### src/rtl/control_law_sequencer.sv
`default_nettype none
// ============================================================================
// Module      : control_law_sequencer
// Description : Periodic scheduler and time-multiplexed datapath computing
//               b = K1*a1 + K2*a2 in signed Q16.16 on one shared 32x32
//               multiplier, with optional saturation and overrun tracking.
// Revision    : 1.0 - initial release
// ============================================================================
module control_law_sequencer #(
  parameter logic signed [31:0] K1     = -32'sd13107,
  parameter logic signed [31:0] K2     = -32'sd26214,
  parameter int                 PERIOD = 1000,
  parameter bit                 SAT_EN = 1'b1
) (
  input  logic        clk,
  input  logic        rst,
  input  logic        en,
  input  logic [31:0] a1,
  input  logic [31:0] a2,
  input  logic        in_valid,
  output logic        in_ready,
  input  logic        test,
  output logic [31:0] b,
  output logic        b_valid,
  output logic        busy,
  output logic        overrun,
  output logic [15:0] overrun_cnt
);

  localparam int                 c_cnt_w = (PERIOD > 1) ? $clog2(PERIOD) : 1;
  localparam logic [c_cnt_w-1:0] c_last  = c_cnt_w'(PERIOD - 1);

  typedef enum logic [2:0] {
    S_IDLE    = 3'd0,
    S_WAIT_IN = 3'd1,
    S_MUL1    = 3'd2,
    S_MUL2    = 3'd3,
    S_OUT     = 3'd4
  } state_t;

  state_t                r_state;
  logic [c_cnt_w-1:0]    r_count;
  logic [31:0]           r_a1;
  logic [31:0]           r_a2;
  logic                  r_test;
  logic signed [63:0]    r_acc;
  logic [31:0]           r_b;
  logic                  r_b_valid;
  logic                  r_in_ready;
  logic                  r_busy;
  logic                  r_overrun;
  logic [15:0]           r_overrun_cnt;

  logic                  w_tick;
  logic signed [63:0]    w_mul_a;
  logic signed [63:0]    w_mul_k;
  logic signed [63:0]    w_prod;
  logic                  w_sat_ovf;
  logic [31:0]           w_result;

  // Period counter: free-runs 0..PERIOD-1 while enabled, parked at 0 otherwise
  always_ff @(posedge clk or posedge rst) begin
    if (rst) begin
      r_count <= '0;
    end else if (!en) begin
      r_count <= '0;
    end else if (r_count == c_last) begin
      r_count <= '0;
    end else begin
      r_count <= r_count + 1'b1;
    end
  end

  assign w_tick = en && (r_count == c_last);

  // Shared multiplier: operands steered by state, sign-extended to 64 bits
  assign w_mul_a = (r_state == S_MUL2) ? {{32{r_a2[31]}}, r_a2} : {{32{r_a1[31]}}, r_a1};
  assign w_mul_k = (r_state == S_MUL2) ? {{32{K2[31]}}, K2}     : {{32{K1[31]}}, K1};
  assign w_prod  = w_mul_a * w_mul_k;

  // Overflow when the bits above the Q16.16 result window disagree with the sign
  assign w_sat_ovf = (r_acc[63:47] != {17{r_acc[63]}});

  // Result selection: test bypass, saturated or truncated accumulator window
  always_comb begin
    w_result = r_acc[47:16];
    if (r_test) begin
      w_result = r_a1 + 32'h0001_0000;
    end else if (SAT_EN && w_sat_ovf) begin
      w_result = r_acc[63] ? 32'h8000_0000 : 32'h7FFF_FFFF;
    end
  end

  // Sequencer FSM with registered outputs and overrun accounting
  always_ff @(posedge clk or posedge rst) begin
    if (rst) begin
      r_state       <= S_IDLE;
      r_a1          <= '0;
      r_a2          <= '0;
      r_test        <= 1'b0;
      r_acc         <= '0;
      r_b           <= '0;
      r_b_valid     <= 1'b0;
      r_in_ready    <= 1'b0;
      r_busy        <= 1'b0;
      r_overrun     <= 1'b0;
      r_overrun_cnt <= '0;
    end else begin
      r_b_valid <= 1'b0;
      r_overrun <= 1'b0;

      // A tick that finds the sequencer busy is dropped but recorded
      if (w_tick && (r_state != S_IDLE)) begin
        r_overrun <= 1'b1;
        if (r_overrun_cnt != 16'hFFFF) begin
          r_overrun_cnt <= r_overrun_cnt + 16'd1;
        end
      end

      case (r_state)
        S_IDLE: begin
          if (w_tick) begin
            r_state    <= S_WAIT_IN;
            r_in_ready <= 1'b1;
            r_busy     <= 1'b1;
          end
        end
        S_WAIT_IN: begin
          if (in_valid && r_in_ready) begin
            r_a1       <= a1;
            r_a2       <= a2;
            r_test     <= test;
            r_in_ready <= 1'b0;
            r_state    <= S_MUL1;
          end
        end
        S_MUL1: begin
          r_acc   <= w_prod;
          r_state <= S_MUL2;
        end
        S_MUL2: begin
          r_acc   <= r_acc + w_prod;
          r_state <= S_OUT;
        end
        S_OUT: begin
          r_b       <= w_result;
          r_b_valid <= 1'b1;
          r_busy    <= 1'b0;
          r_state   <= S_IDLE;
        end
        default: begin
          r_state    <= S_IDLE;
          r_in_ready <= 1'b0;
          r_busy     <= 1'b0;
        end
      endcase
    end
  end

  assign in_ready    = r_in_ready;
  assign b           = r_b;
  assign b_valid     = r_b_valid;
  assign busy        = r_busy;
  assign overrun     = r_overrun;
  assign overrun_cnt = r_overrun_cnt;

endmodule
`default_nettype wire

### config.mk
export PLATFORM = sky130hd
export DESIGN_NAME = control_law_sequencer
export DESIGN_NICKNAME = d
export VERILOG_FILES = /design/src/rtl/control_law_sequencer.sv
export SDC_FILE = /design/constraint.sdc
export NUM_CORES = 2
export LEC_CHECK = 0
export CAP_MARGIN = 10
export CELL_PAD_IN_SITES_DETAIL_PLACEMENT = 1
export CELL_PAD_IN_SITES_GLOBAL_PLACEMENT = 1
export CORE_MARGIN = 2
export CORE_UTILIZATION = 53
export CTS_CLUSTER_DIAMETER = 150
export DETAILED_ROUTE_END_ITERATION = 10
export GPL_TIMING_DRIVEN = 1
export PLACE_DENSITY_LB_ADDON = 0.1
export SKIP_CTS_REPAIR_TIMING = 1
export SYNTH_ARGS = -nofsm -noshare
export SYNTH_HDL_FRONTEND = slang
export SYNTH_SLANG_ARGS = --single-unit
### constraint.sdc
create_clock -name clk -period 24.7 [get_ports clk]
set_input_delay 4.94 -clock clk [delete_from_list [all_inputs] [get_ports clk]]
set_output_delay 4.94 -clock clk [all_outputs]
set_load 0.05 [all_outputs]
==> reports/qor.txt <==
Status = finished clean
CTS tree = done
Critical Path Source Type = register
Crit path top cell by count = fa_1
Number of CTS-inserted buffers = 17
Clock skew = 0.0190 ns
RSZ-0062 raised after global routing = false
Inst Count DP = 3,718
Util after Layout = 58.7%
Non-filler cells, final = 3,750
Largest net degree at the start of global routing = 85
Post-synth top area share = 27.5%
Fmax = 0.0869 GHz
I/O pin count = 121
Yosys cell types = 78
Routed wire length = 87,400 um
Number of synthesized flops with an enable pin = 0
Final setup viols = 0
Port-buffer cells = 120
Core area = 50,000 sq um
Syn Std Cell Area = 26,800 sq um
Syn avg cell area = 9.02 sq um
Root buf cell = clkbuf_16
Worst-Skew Late Latency = 0.52 ns
Synthesized flop and latch total = 194
Buffers from clock root to sink, at most = 2
Mean number of vias per cell = 5.76
CP Capture Type = register
Setup tns final = 0 ns
Min Clock Period, post-route = 11.51 ns
Fin. Hold Viols = 0
Post-DP HPWL = 72,800 um
Vias in the first global route = 24,600
Area delta synth->final = 9.61%
Fin nets = 3,750
Clock transition at path regs = 0.08 ns
Die footprint = 52,300 sq um
Maxcap violations = 0
Detailed-route wire length per cell = 23.3 um
Post-synth top flop = dfrtp_1
GRT Total Usage = 35.2%
Final antenna-violating net count = 0
Post-synth top cells = 537 x inv_1, 368 x fa_1, 281 x nand2_1
Seq/Total Area, Yosys = 18.1%
Buf/Inv on CP = 7
Crit-path max FO = 37
First-pass GRT wire length = 141,000 um
Placer congestion estimate = 0.951
Final Max Tran Viols = 0
Critical path type = reg -> reg
Max_slew headroom = 39.5%
Ranking of synthesized cells by area = fa_1 28%, dfrtp_1 18%, ha_1 12%, inv_1 7.5%, nand2_1 3.9%
Htree depth = 4
CP max-delay cell = fa_1
Initial antenna violation count = 0
CP delay by family, top = adder cells
Synth area leader = fa_1
Hold Crit Class = reg -> reg
Most common cell in the netlist = inv_1
Layout cells sized above 1 = 4.94%
Ys Warns = 0
Synth async-reset ratio = 100%
Slowest stage delay, CP = 0.75 ns
Starting Density = 53.5%
DR DRC count = 0
Die width = 229 um
Grt ovf = 0
DRT iter0 DRCs = 1,182
CP arrival = 11.95 ns
Die extent in y = 229 um
CP required = 25.14 ns
DR vias = 21,600
# diodes = 0
CTS sink cnt = 194
Tcrit/Tclk final = 46.6%
# fillers = 5,853
Cell row count = 82
Actual slew at the worst max-slew pin = 0.905 ns
Mapped Cells = 2,966
Drt first pass iters = 5
==> sequential cells by signal, summed over array words and instances, names as in the netlist, named ones only <==
signal / flops
overrun: 1
r_count: 10
r_a1: 32
b_valid: 1
overrun_cnt: 16
busy: 1
b: 32
r_a2: 32
r_state: 3
in_ready: 1
r_test: 1
r_acc: 63
==> worst paths after layout <==
path / from / endpoint / slack, ns / depth (start not counted)
max: r_state[1] / r_acc[63] / 13.19 / 38
min: b[24] / b[24] / 0.49 / 2
max reg2reg: r_state[1] / r_acc[63] / 13.19 / 38
min reg2reg: b[24] / b[24] / 0.49 / 2
max in group asynchronous: rst / r_acc[17] / 18.49 / 3
min in group asynchronous: rst / r_a2[28] / 4.94 / 2
==> cells in the final DEF (no fill, tap or decap), drive strengths merged, types with 6 or more instances in the layout <==
cell	synthesis	final
o21a	15	15
mux2	68	68
dfrtp	194	194
xor2	58	58
xnor2	96	96
and3	28	28
a21oi	182	182
ha	248	248
and4	6	6
a41o	6	6
and2	17	17
clkbuf	91	19
o31ai	9	9
mux2i	22	22
a211oi	6	6
nor4	7	7
nor3	21	21
a21boi	7	7
o21ai	169	169
clkinv	3	9
a21o	67	67
a31oi	31	31
clkdlybuf4s50	0	120
a221oi	11	11
nand2b	13	13
o211ai	11	11
or2	13	13
nand4	32	32
conb	2	49
fa	368	368
inv	538	541
buf	11	15
nand2	284	284
nor2b	30	30
nand3	43	43
nor2	190	190
o21bai	9	9
==> cells by family after synthesis <==
family	count (synthesis)	share of synthesized area, %
muxes	90	3.69
other	2	0.0281
and+or+nand+nor	697	11.8
xor gates and xnor gates	154	5.04
DFF	194	18.1
adders and majority gates	616	39.1
AOI/OAI and AO/OA	570	13.1
buffers and inverters	643	9.04
==> final cells by class <==
type                    count  area (sq um)  share of cell area (%)
well taps                 672           841                    2.87
clock buffers              19           453                    1.54
flip-flops and latches    194          4860                    16.6
inverters                 541          2040                    6.95
multi-input cells        2176         19700                    67.1
clock inverters            13           150                   0.512
repair buffers            135          1310                    4.48
==> worst min-delay path: cells and delay by family, from the launching register on <==
kind	cells	cell delay (ns)
compound gates	1	0.06
flops	1	0.35
simple gates	1	0.05
==> routing by layer <==
metal | GRT usage, % | share of wire (%)
met1 | 42.6 | 41
met2 | 62.3 | 51
met3 | 4.64 | 3.4
met4 | 16.5 | 4.9
met5 | 0 | 0
==> per-stage QoR <==
step / hold slack (ns) / cell area [sq um] / worst slack [ns]
floorplan: 0.448 / 26900 / 14.48
global placement: 0.461 / 28700 / 13.73
detailed placement: 0.472 / 28700 / 13.34
CTS: 0.496 / 29300 / 13.31
global route: 0.513 / 29300 / 12.53
finish: 0.489 / 29300 / 13.19
Power is left out: the tool's default activity adds up to more than one toggle a clock period on the data nets, which glitch-free logic cannot reach.
